--- config.mk ---
export PLATFORM = sky130hd
export DESIGN_NAME = block_position_register
export DESIGN_NICKNAME = d
export VERILOG_FILES = /design/src/rtl/block_position_register.sv
export SDC_FILE = /design/constraint.sdc
export NUM_CORES = 1
export LEC_CHECK = 0
export BUFFER_PORTS_ARGS = -buffer_cell sky130_fd_sc_hd__buf_2
export CORE_MARGIN = 2
export CORE_UTILIZATION = 40
export DETAILED_ROUTE_END_ITERATION = 10
export GPL_TIMING_DRIVEN = 0
export SETUP_SLACK_MARGIN = 0.3
export SYNTH_ARGS = -nofsm -noshare
export SYNTH_HDL_FRONTEND = slang
export SYNTH_SLANG_ARGS = --single-unit
--- constraint.sdc ---
create_clock -name clk -period 3.15 [get_ports clk]
set_input_delay 0.4725 -clock clk [delete_from_list [all_inputs] [get_ports clk]]
set_output_delay 0.4725 -clock clk [all_outputs]
set_load 0.05 [all_outputs]
--- src/rtl/block_position_register.sv ---
// block_position_register
//   Single-axis block coordinate for the tower game. The coordinate moves by
//   STEP on each rising edge of dec/inc and is kept inside [MIN_POS, MAX_POS].
//   A move is either instant or animated. An animated move slides the block
//   one pixel every TICK_DIV enabled cycles. The register also keeps a
//   saturating count of stacked levels.
//
// Ports
//   clk           system clock
//   resetn        synchronous reset, active low
//   enable        allows command accept and advances animated motion
//   dec / inc     level inputs; a rising edge requests -STEP / +STEP
//   anim          move mode sampled at accept: 0 instant, 1 animated
//   load          synchronous load of load_value, clamped to the bounds
//   load_value    value to load
//   curr_position current coordinate
//   level         net accepted dec commands, saturating
//   busy          animated move in progress
//   done          one-cycle pulse when a move completes
//   blocked       one-cycle pulse when a bound rejects a command
module block_position_register #(
  parameter int unsigned WIDTH    = 7,
  parameter int unsigned INIT     = 104,
  parameter int unsigned STEP     = 16,
  parameter int unsigned MIN_POS  = 0,
  parameter int unsigned MAX_POS  = 104,
  parameter int unsigned LEVEL_W  = 3,
  parameter int unsigned TICK_DIV = 2
) (
  input  logic               clk,
  input  logic               resetn,
  input  logic               enable,
  input  logic               dec,
  input  logic               inc,
  input  logic               anim,
  input  logic               load,
  input  logic [WIDTH-1:0]   load_value,
  output logic [WIDTH-1:0]   curr_position,
  output logic [LEVEL_W-1:0] level,
  output logic               busy,
  output logic               done,
  output logic               blocked
);

  localparam int unsigned W1     = WIDTH + 1;
  localparam int unsigned TICK_W = (TICK_DIV > 1) ? $clog2(TICK_DIV) : 1;

  localparam logic [WIDTH-1:0]  INIT_W    = WIDTH'(INIT);
  localparam logic [WIDTH-1:0]  STEP_W    = WIDTH'(STEP);
  localparam logic [WIDTH-1:0]  MIN_W     = WIDTH'(MIN_POS);
  localparam logic [WIDTH-1:0]  MAX_W     = WIDTH'(MAX_POS);
  localparam logic [WIDTH:0]    STEP_X    = W1'(STEP);
  localparam logic [WIDTH:0]    MIN_X     = W1'(MIN_POS);
  localparam logic [WIDTH:0]    MAX_X     = W1'(MAX_POS);
  localparam logic [WIDTH:0]    DEC_MIN_X = W1'(MIN_POS + STEP);
  localparam logic [TICK_W-1:0] TICK_LAST = TICK_W'(TICK_DIV - 1);

  typedef enum logic [1:0] {IDLE, MOVE_DN, MOVE_UP} state_t;

  state_t             state, state_n;
  logic               dec_q, inc_q;
  logic               rise_dec, rise_inc;
  logic [WIDTH-1:0]   target, target_n, pos_n;
  logic [WIDTH-1:0]   cmd_pos, step_pos;
  logic [WIDTH:0]     pos_x, load_x;
  logic [LEVEL_W-1:0] level_n;
  logic [TICK_W-1:0]  tick, tick_n;
  logic               busy_n, done_n, blocked_n;

  assign rise_dec = dec & ~dec_q;
  assign rise_inc = inc & ~inc_q;
  assign pos_x    = {1'b0, curr_position};
  assign load_x   = {1'b0, load_value};

  always_comb begin
    state_n   = state;
    pos_n     = curr_position;
    target_n  = target;
    level_n   = level;
    tick_n    = tick;
    busy_n    = busy;
    done_n    = 1'b0;
    blocked_n = 1'b0;
    cmd_pos   = curr_position;
    step_pos  = curr_position;

    if (load) begin
      // Load aborts any move silently; commands this cycle are dropped.
      if (load_x < MIN_X)      pos_n = MIN_W;
      else if (load_x > MAX_X) pos_n = MAX_W;
      else                     pos_n = load_value;
      level_n = '0;
      busy_n  = 1'b0;
      tick_n  = '0;
      state_n = IDLE;
    end else begin
      case (state)
        IDLE: begin
          // Simultaneous rises cancel out: no move, no blocked pulse.
          if (enable && (rise_dec ^ rise_inc)) begin
            if ((rise_dec && pos_x < DEC_MIN_X) ||
                (rise_inc && (pos_x + STEP_X) > MAX_X)) begin
              blocked_n = 1'b1;
            end else begin
              if (rise_dec) begin
                cmd_pos = curr_position - STEP_W;
                if (level != '1) level_n = level + 1'b1;
              end else begin
                cmd_pos = curr_position + STEP_W;
                if (level != '0) level_n = level - 1'b1;
              end
              if (anim) begin
                target_n = cmd_pos;
                busy_n   = 1'b1;
                tick_n   = '0;
                state_n  = rise_dec ? MOVE_DN : MOVE_UP;
              end else begin
                pos_n  = cmd_pos;
                done_n = 1'b1;
              end
            end
          end
        end
        MOVE_DN, MOVE_UP: begin
          if (enable) begin
            if (tick == TICK_LAST) begin
              tick_n   = '0;
              step_pos = (state == MOVE_DN) ? curr_position - 1'b1
                                            : curr_position + 1'b1;
              pos_n    = step_pos;
              if (step_pos == target) begin
                busy_n  = 1'b0;
                done_n  = 1'b1;
                state_n = IDLE;
              end
            end else begin
              tick_n = tick + 1'b1;
            end
          end
        end
        default: begin
          state_n = IDLE;
          busy_n  = 1'b0;
        end
      endcase
    end
  end

  always_ff @(posedge clk) begin
    // Edge detectors keep sampling through reset so a held line does not
    // look like a fresh edge on release.
    dec_q <= dec;
    inc_q <= inc;
    if (!resetn) begin
      state         <= IDLE;
      curr_position <= INIT_W;
      target        <= INIT_W;
      level         <= '0;
      tick          <= '0;
      busy          <= 1'b0;
      done          <= 1'b0;
      blocked       <= 1'b0;
    end else begin
      state         <= state_n;
      curr_position <= pos_n;
      target        <= target_n;
      level         <= level_n;
      tick          <= tick_n;
      busy          <= busy_n;
      done          <= done_n;
      blocked       <= blocked_n;
    end
  end

endmodule

==> results of run 1 <==
==> metal layers <==
metal	vias to the layer above	wire (um)
met5	-	0
met4	0	29
met3	2	294
met2	51	2229
met1	866	2586
li1	927	-
==> logic make-up (layout without fill, tap and decap cells) <==
| kind of cell | after synthesis | after routing |
|---|---|---|
| and+or+nand+nor | 76 | 76 |
| muxes | 8 | 8 |
| buffers and inverters | 27 | 64 |
| AOI/OAI and AO/OA | 64 | 64 |
| adders and majority gates | 11 | 11 |
| xor gates and xnor gates | 23 | 23 |
| DFF | 25 | 25 |
==> cells in the mapped netlist, types with 3 or more instances <==
cell type / n / area share (%)
clkbuf_1: 7 / 1.3
mux2i_1: 8 / 4.1
a21oi_1: 7 / 1.8
buf_2: 7 / 1.8
nor2b_1: 7 / 2.2
xnor2_1: 13 / 5.8
nor4_1: 3 / 0.96
ha_1: 10 / 6.4
nand2_1: 22 / 4.2
o211ai_1: 4 / 1.5
xor2_1: 7 / 3.1
nor3_1: 7 / 1.8
nand3_1: 9 / 2.3
a31oi_1: 3 / 0.96
a21o_1: 3 / 1.1
o21ai_0: 12 / 3.1
inv_1: 12 / 2.3
o21a_1: 4 / 1.5
dfxtp_1: 25 / 25
nor2_1: 13 / 2.5
o211a_1: 6 / 3.1
a32oi_1: 3 / 1.3
nand4_1: 3 / 0.96
a211oi_1: 4 / 1.5
==> through the flow <==
stage	worst slack, ps	area [um^2]	util (%)	TNS, ps
after floorplan	40.98	1996	-	0
after global placement	-202.4	2205	46.68	-581.1
after detailed placement	-223.1	2205	46.68	-619.9
after CTS	-10.53	2313	48.98	-10.53
after global routing	-178.3	2354	49.83	-572.0
final	-57.24	2354	49.83	-157.6
==> cells in the final DEF (no fill, tap or decap), types with 2 or more instances in the layout <==
cell type  count
buf_6          2
buf_4          8
a21oi_1        7
inv_1         11
a31oi_1        3
xor2_2         2
o21a_1         4
nor2b_1        7
dfxtp_2        3
nor4_1         3
o31ai_1        2
o211a_1        6
a32oi_1        3
nor3_1         7
xnor3_1        2
nand2b_1       2
a211o_1        2
nand3_1        9
nor4b_1        2
a211oi_1       4
clkbuf_8       3
nand4_1        3
mux2i_1        8
o21ai_0       12
clkbuf_1       6
or3_1          2
xor2_1         6
nand2_1       22
o211ai_1       4
buf_2         29
nor2_1        12
ha_1           8
xnor2_1       12
dfxtp_1       21
a21o_1         3
==> repair_timing <==
action                                  in CTS  in global routing
gates cloned                                 0                  0
setup buffers                                6                  2
endpoints found under the setup margin      11                 12
resized for setup                            5                  7
pin swaps                                    6                  6
==> worst paths after layout <==
check	from	to	slack (ps)
max	curr_position[0]	state[0]	-60
min	inc	inc_q	320
max reg2reg	curr_position[0]	state[0]	-60
min reg2reg	target[5]	target[5]	490
==> state kept, by name, indices dropped and copies added, names as in the netlist <==
register and count:
tick 1, level 3, inc_q 1, state 2, curr_position 7, dec_q 1
busy 1, target 7, done 1, blocked 1
==> critical path: stages (launching register included) <==
cell,delay (ps)
dfxtp_2,360
clkbuf_1,360
or3b_2,470
a2111oi_0,570
a211oi_1,160
xnor3_1,210
or4_4,490
buf_6,140
or3_1,310
nand3_1,70
==> area by class of cell <==
cell class | count | area, um^2 | share of cell area, %
Multi-Input combinational cell | 182 | 1393 | 59.17
Sequential cell | 25 | 508.0 | 21.58
Timing Repair Buffer | 33 | 185.2 | 7.868
Buffer | 15 | 92.59 | 3.934
Tap cell | 67 | 83.83 | 3.562
Inverter | 12 | 45.04 | 1.914
Clock buffer | 3 | 41.29 | 1.754
Clock inverter | 1 | 5.005 | 0.2127
==> power by group through the flow <==
stage	registers, mW	logic, mW	clock network [mW]
final	0.340	0.227	0.205
after global routing	0.342	0.248	0.224
after CTS	0.339	0.222	0.208
after detailed placement	0.348	0.216	0
after global placement	0.348	0.218	0
after floorplan	0.375	0.134	0
==> impl_metrics.env, run 1 <==
export IMPL_htree_num_levels=1
export IMPL_grt_pass1_wl_um=8556
export IMPL_vias=1846
export IMPL_dp_cells=326
export IMPL_sw_frac_of_total_pct=34.98
export IMPL_clockBufferDepth=2
export IMPL_rows=25
export IMPL_syn_inst=234
export IMPL_vias_per_cell=5.462
export IMPL_drtIter0Drc=125
export IMPL_async_flop_share_pct=0
export IMPL_max_vdd_ir_drop_uv=166.1
export IMPL_synth_edf_count=0
export IMPL_synthAdderAreaFrac_pct=7.389
export IMPL_nets=297
export IMPL_slew_viol_final=0
export IMPL_hold_buffers=0
export IMPL_hold_depth=1
export IMPL_synth_area_um2=1964
export IMPL_worst_r2r_cell_count=9
export IMPL_drive_above_1_share_pct=23.99
export IMPL_status="complete, but fails checks"
export IMPL_die_w_um=74.08
export IMPL_syn_area_per_cell_um2=8.395
export IMPL_ant_nets=0
export IMPL_seq_power_share_pct=44.0
export IMPL_core_area_um2=4723
export IMPL_synth_cell_types=53
export IMPL_detailed_place_hpwl_um=3723
export IMPL_grt_pass1_vias=1702
export IMPL_design_die_area_um2=5488
export IMPL_gr_total_overflow=0
export IMPL_port_buffers=25
export IMPL_synth_seq_cells=25
export IMPL_area_growth_pct=19.81
export IMPL_path_clk_slew_ps=100
export IMPL_post_route_period_util_pct=101.8
export IMPL_grt_antenna_before_repair=0
export IMPL_insertion_delay_ps=280
export IMPL_setup_violations_final=4
export IMPL_grtUsageMet1_pct=31.22
export IMPL_fmax_mhz=311.8
export IMPL_dr_pass1_iters=4
export IMPL_hold_path_class="in2reg"
export IMPL_finalCriticalPeriod_ps=3207
export IMPL_worstPathRequired_ps=3370
export IMPL_synth_nets=259
export IMPL_grt_busiest_layer="met1"
export IMPL_grt_total_usage_pct=20.06
export IMPL_synth_mux_area_share_pct=4.076
export IMPL_cts_sinks=25
export IMPL_tritoncts="yes"
export IMPL_fin_hold_ws_ps=315.2
export IMPL_violations="negative setup slack"
export IMPL_drv_cap=0
export IMPL_cts_root_buf="clkbuf_8"
export IMPL_ys_flop_type="dfxtp_1"
export IMPL_drc=0
export IMPL_synth_warnings=0
export IMPL_die_y_um=74.08
export IMPL_insertedDiodeCount=0
export IMPL_wl_um=5139
export IMPL_ios=27
export IMPL_max_slew_worst_pin_slew_ps=559.8
export IMPL_synth_top_family_by_area="compound AO/OA/AOI/OAI gates"
export IMPL_setup_ws_ps=-57.24
export IMPL_worstPathArrival_ps=3420
export IMPL_cts_buffers=3
export IMPL_yosysSeqAreaShare_pct=25.48
export IMPL_synth_compound_area_share_pct=24.78
export IMPL_maxSlewHeadroom_pct=61.71
export IMPL_cp_end_kind="register"
export IMPL_pwr_share_comb_pct=29.4
export IMPL_power_switching_uw=269.8
export IMPL_wire_per_inst_um=15.20
export IMPL_synth_xor_area_share_pct=12.04
export IMPL_fillers=477
export IMPL_cp_start_kind="register"
export IMPL_finalNonFillerCells=338
export IMPL_leakagePower_nw=0.9834
export IMPL_grt_start_max_net_pins=15
export IMPL_criticalPathCategory="reg2reg"
export IMPL_gp_congestion=0.8466
export IMPL_hold_viol=0
export IMPL_intPower_uw=501.6
export IMPL_clkPwrFrac_pct=26.6
export IMPL_synthSimpleGateAreaFrac_pct=20.25
export IMPL_grtUsageMet3_pct=2.168
export IMPL_cp_max_fo=9
export IMPL_p_per_area_nw_per_um2=327.8
export IMPL_use_met2_pct=28.97
export IMPL_rsz0062_at_grt="true"
export IMPL_start_util_pct=41.59
export IMPL_finClkSkew_ps=4.426
export IMPL_p_total_uw=771.4
(Power assumes the default switching activity.)
==> run 2: changes to the inputs <==
- ABC_AREA: not set -> 1
==> run 2 against run 1 <==
Against the previous run:
- the run now ends clean
- sequential cell count did not move
- non-clock buffer count fell by 20
- synthesized cell count rose by 29%
- worst setup slack improved by 690 ps
- first-iteration DRC count fell by 14%
- total power fell by 2.8%
- design area fell by 8.3%
- register-to-register slack improved by 690 ps
- clock skew fell by 1.9 ps
- cell count rose by 14%
- sequential share of layout area rose by 1.6 points
- largest power group unchanged
==> impl_metrics.env, run 2 <==
export IMPL_worstPathArrival_ps=2670
export IMPL_worst_path_max_delay_cell="dfxtp_1"
export IMPL_yosysSeqAreaShare_pct=26.06
export IMPL_fin_hold_ws_ps=317.1
export IMPL_critPathBufInv=5
export IMPL_setup_violations_final=0
export IMPL_synth_mux_area_share_pct=0
export IMPL_worstPathRequired_ps=3300
export IMPL_grt_pass1_vias=1679
export IMPL_grt_pass1_wl_um=7707
export IMPL_synth_top_family_by_area="simple AND/OR/NAND/NOR gates"
export IMPL_crit_chain="inv_1 > ha_1 > buf_6 > nand2_2 > inv_2 > nor2_4 > ha_1 > inv_1 > nand2_2 > inv_1 > nand2_1 > nand2_1 > nand2_1 > nand2_1 > nor2_1 > nand3_1 > nor2_2 > nand3_2 > nand2_2 > nand2_1 > nand2_1 > a21oi_1"
export IMPL_max_slew_worst_pin_slew_ps=414.7
export IMPL_drv_cap=0
export IMPL_largestRegisters="curr_position: 7 flops, target: 7 flops, level: 3 flops"
export IMPL_yosysTopAreaCellShare_pct=26.06
export IMPL_hold_path_class="in2reg"
export IMPL_htree_num_levels=1
export IMPL_gp_congestion=0.8405
export IMPL_p_per_area_nw_per_um2=347.5
export IMPL_nets=356
export IMPL_max_stage_delay_ps=360
export IMPL_cp_max_fo=9
export IMPL_final_area_um2=2158
export IMPL_ctsResizeCount=0
export IMPL_area_growth_pct=12.38
export IMPL_die_y_um=73.29
export IMPL_synthSimpleGateAreaFrac_pct=39.41
export IMPL_synth_top_cells_by_count="79 x nand2_1, 33 x inv_1, 32 x nand3_1"
export IMPL_dp_slack_ps=616.6
export IMPL_synth_compound_area_share_pct=13.68
export IMPL_core_area_um2=4661
export IMPL_synthAdderAreaFrac_pct=7.557
export IMPL_route_met2_wl_um=2202
export IMPL_setup_ws_ps=632.3
export IMPL_syn_inst=301
export IMPL_synth_warnings=0
export IMPL_syn_area_per_cell_um2=6.381
export IMPL_vias_per_cell=5.005
export IMPL_die_w_um=73.29
export IMPL_finClkSkew_ps=2.493
export IMPL_clockBufferDepth=2
export IMPL_synth_area_um2=1921
export IMPL_insertion_delay_ps=260
export IMPL_cp_common_cell="nand2_1"
export IMPL_post_cts_setup_buffers=0
export IMPL_dr_pass1_iters=4
export IMPL_criticalPathCategory="reg2reg"
export IMPL_drt_met1_wl_um=2253
export IMPL_detailed_place_hpwl_um=3739
export IMPL_finalCriticalPeriod_ps=2518
export IMPL_drc=0
export IMPL_synth_most_common_cell="nand2_1"
export IMPL_wire_per_inst_um=12.05
export IMPL_tritoncts="yes"
export IMPL_vias=1922
export IMPL_rows=25
export IMPL_maxSlewHeadroom_pct=72.25
export IMPL_final_common_cell="nand2_1"
export IMPL_ant_nets=0
export IMPL_grt_total_usage_pct=18.15
export IMPL_hold_buffers=0
export IMPL_yosys_area_top_type="dfxtp_1"
export IMPL_drtIter0Drc=108
export IMPL_hold_viol=0
export IMPL_mostFrequentLayoutCells="79 x nand2_1, 33 x inv_1, 32 x nand3_1, 25 x dfxtp_1, 25 x buf_2"
export IMPL_synth_cell_types=34
export IMPL_async_flop_share_pct=0
export IMPL_cp_start_kind="register"
export IMPL_dr_wl_met3_um=146
export IMPL_status="completed"
export IMPL_leakagePower_nw=1.056
export IMPL_post_route_period_util_pct=79.93
export IMPL_synth_nets=326
export IMPL_start_util_pct=41.21
export IMPL_port_buffers=25
export IMPL_design_die_area_um2=5371
export IMPL_synth_area_top_cells="dfxtp_1 26%, nand2_1 15%, nand3_1 8.3%"
export IMPL_path_clk_slew_ps=90
export IMPL_wl_um=4629
export IMPL_rsz0062_at_grt="false"
export IMPL_grt_antenna_before_repair=0
export IMPL_cp_end_kind="register"
export IMPL_critPathTopFamily="simple AND/OR/NAND/NOR gates"
export IMPL_max_vdd_ir_drop_uv=213.5
export IMPL_cts_root_buf="clkbuf_8"
export IMPL_ys_flop_type="dfxtp_1"
export IMPL_synth_xor_area_share_pct=3.648
export IMPL_synth_edf_count=0
export IMPL_cts_sinks=25
export IMPL_insertedDiodeCount=0
export IMPL_synth_seq_cells=25
export IMPL_ios=27
export IMPL_place_area_um2=2113
export IMPL_setup_tns_ps=0
export IMPL_p_total_uw=750.1
export IMPL_cts_buffers=3
export IMPL_drive_above_1_share_pct=18.79
export IMPL_top_layer_used="met4"
export IMPL_slew_viol_final=0
export IMPL_grt_start_max_net_pins=14
export IMPL_gr_total_overflow=0
export IMPL_fmax_mhz=397.2
run 2: final cells by class:
type / instances / area (um^2)
plain buffers: 3 / 22.52
multi-input cells: 231 / 1235
repair buffers: 25 / 125.1
flip-flops and latches: 25 / 500.5
fillers: 491 / 2502
well taps: 54 / 67.56
inverters: 42 / 162.7
clock buffers: 4 / 45.04
run 2: through the flow:
step	instances	utilization (%)
final	384	46.31
after global routing	384	46.31
after CTS	384	46.31
after detailed placement	380	45.34
after global placement	380	45.34
after floorplan	301	-
run 2: worst paths after layout:
path	start	endpoint	slack (ps)	depth (start not counted)
hold reg to reg	busy	busy	470	2
hold / removal	inc	inc_q	320	1
setup / recovery	state[1]	state[0]	630	22
setup reg to reg	state[1]	state[0]	630	22
run 2: per-layer routing:
metal / vias to the layer above / track usage [%]
met2: 28 / 29.03
met3: 4 / 1.509
met1: 862 / 26.12
li1: 1028 / -
met5: - / 0
met4: 0 / 5.253
run 2: logic make-up (layout without fill, tap and decap cells):
family                   after synthesis  count (layout)
adder cells (fa/ha/maj)               11              11
AND/OR/NAND/NOR                      165             165
flip-flops                            25              25
AO/OA/AOI/OAI                         47              47
buffers and inverters                 45              74
XOR/XNOR                               8               8
run 2: where the power goes:
| group | internal, mW | switching, mW |
|---|---|---|
| Sequential | 0.328 | 0.0161 |
| Clock | 0.0903 | 0.0983 |
| Combinational | 0.0720 | 0.145 |
==> run 3: changes to the inputs <==
- clock period: 3.15 -> 2.6 ns (I/O delays scaled with it)
==> run 3 against run 2 <==
Against the previous run:
- sequential cell count did not move
- maximum frequency grew 11%
- global-route usage rose by 0.68 points
- total power increased by 23%
- critical endpoint is now busy
==> impl_metrics.env, run 3 (same netlist as run 2, synthesis figures left out) <==
export IMPL_setup_violations_final=0
export IMPL_design_die_area_um2=5371
export IMPL_drtIter0Drc=125
export IMPL_hold_depth=1
export IMPL_fmax_mhz=440.4
export IMPL_grt_pass1_wl_um=7955
export IMPL_insertion_delay_ps=260
export IMPL_maxSlewHeadroom_pct=69.20
export IMPL_largestRegisters="curr_position: 7 flops, target: 7 flops, level: 3 flops"
export IMPL_hold_start="inc"
export IMPL_post_route_period_util_pct=87.33
export IMPL_mostFrequentLayoutCells="74 x nand2_1, 31 x nand3_1, 29 x inv_1, 25 x buf_2"
export IMPL_slew_viol_final=0
export IMPL_die_y_um=73.29
export IMPL_worst_path_max_delay_cell="dfxtp_2"
export IMPL_finalCriticalPeriod_ps=2271
export IMPL_wl_um=4812
export IMPL_htree_num_levels=1
export IMPL_path_clk_slew_ps=90
export IMPL_cp_max_fo=4
export IMPL_worst_r2r_cell_count=22
export IMPL_gp_congestion=0.8405
export IMPL_final_common_cell="nand2_1"
export IMPL_max_slew_worst_pin_slew_ps=462.1
export IMPL_start_util_pct=41.21
export IMPL_port_buffers=25
export IMPL_crit_chain="inv_2 > ha_4 > buf_8 > nand2_4 > inv_4 > nor2_4 > ha_4 > inv_2 > nand2_4 > inv_2 > nand2_2 > nand2_2 > nand2_1 > nand2_1 > nor2_1 > nand3_1 > nor2_2 > nand3_2 > nand2_4 > nand2_4 > nand2_1 > a21oi_1"
export IMPL_cts_sinks=25
export IMPL_critPathTopFamily="simple AND/OR/NAND/NOR gates"
export IMPL_die_w_um=73.29
export IMPL_criticalPathCategory="reg2reg"
export IMPL_worst_r2r_endpoint="busy"
export IMPL_fin_hold_ws_ps=233.4
export IMPL_vias=1969
export IMPL_cts_root_buf="clkbuf_8"
export IMPL_setup_ws_ps=329.3
export IMPL_r2r_start="state[1]"
export IMPL_worstPathArrival_ps=2420
export IMPL_rows=25
export IMPL_gr_total_overflow=0
export IMPL_grt_total_usage_pct=18.83
export IMPL_dr_pass1_iters=4
export IMPL_drv_cap=0
export IMPL_ios=27
export IMPL_hold_end="inc_q"
export IMPL_ant_nets=0
export IMPL_dp_slack_ps=66.57
export IMPL_drc=0
export IMPL_drive_above_1_share_pct=26.25
export IMPL_grt_pass1_vias=1743
export IMPL_finClkSkew_ps=0.9382
export IMPL_grt_start_max_net_pins=14
export IMPL_cp_common_cell="nand2_4"
export IMPL_rsz0062_at_grt="true"
export IMPL_setup_tns_ps=0
export IMPL_tritoncts="yes"
export IMPL_p_per_area_nw_per_um2=399.1
export IMPL_cp_end_kind="register"
export IMPL_area_growth_pct=20.46
export IMPL_vias_per_cell=5.010
export IMPL_critPathBufInv=5
export IMPL_cts_buffers=3
export IMPL_clockBufferDepth=2
export IMPL_cp_start_kind="register"
export IMPL_detailed_place_hpwl_um=3739
export IMPL_hold_viol=0
export IMPL_utilization_pct=49.64
export IMPL_core_area_um2=4661
export IMPL_wire_per_inst_um=12.24
export IMPL_grt_antenna_before_repair=0
export IMPL_regToRegSetupSlack_ps=330
export IMPL_hold_buffers=0
export IMPL_nets=365
export IMPL_max_stage_delay_ps=350
export IMPL_p_total_uw=923.3
export IMPL_worstPathRequired_ps=2750
export IMPL_leakagePower_nw=1.120
export IMPL_insertedDiodeCount=0
export IMPL_status="completed"
export IMPL_max_vdd_ir_drop_uv=262.6
export IMPL_hold_path_class="in2reg"
[run 3: report_power, final]
part	total, mW	switching (mW)	internal [mW]
Combinational	0.274	0.180	0.0941
Clock	0.231	0.122	0.110
Sequential	0.418	0.0200	0.398
Total	0.923	0.322	0.602
[run 3: worst max-delay path by stage]
stage / from / slack, ps / to / cells past startpoint
after floorplan: curr_position[1] / 410 / busy / 18
after global placement: state[1] / 90 / state[0] / 22
after detailed placement: state[1] / 70 / state[0] / 22
after CTS: state[1] / 310 / state[0] / 22
after global routing: state[1] / 200 / state[1] / 21
final: state[1] / 330 / busy / 22
[run 3: per-layer routing]
layer	global-route usage [%]	vias to the layer above	part of all wire, %
met4	6.263	0	1.3
met5	0	-	0
met3	1.509	8	3.2
met1	26.12	878	46
met2	30.93	35	49
li1	-	1048	-
[run 3: per-stage QoR]
stage | cell area (um^2) | std cells
6_report | 2313 | 393
3_5_place_dp | 2113 | 380
4_1_cts | 2261 | 391
3_3_place_gp | 2113 | 380
2_1_floorplan | 1921 | 301
5_1_grt | 2313 | 393
[run 3: worst register-to-register path: stages (launching register included)]
cell and delay [ps]:
dfxtp_2 350, inv_2 50, ha_4 170, buf_8 130, nand2_4 60, inv_4 40, nor2_4 110, ha_4 140
inv_2 40, nand2_4 60, inv_2 40, nand2_2 70, nand2_2 60, nand2_1 60, nand2_1 40, nor2_1 100
nand3_1 100, nor2_2 110, nand3_2 140, nand2_4 120, nand2_4 60, nand2_1 70, a21oi_1 60
[run 3: layout make-up]
type,count,area [um^2]
Clock buffer,4,45.04
Multi-Input combinational cell,231,1309
Timing Repair Buffer,34,192.7
Fill cell,481,2347
Tap cell,54,67.56
Inverter,42,165.2
Sequential cell,25,508.0
Buffer,3,26.28
[run 3: repair_timing]
item | in CTS | in global routing
endpoints found under the setup margin | 4 | 15
gates resized for setup | 16 | 13
pin swaps | 10 | 9
buffers inserted | 7 | 2
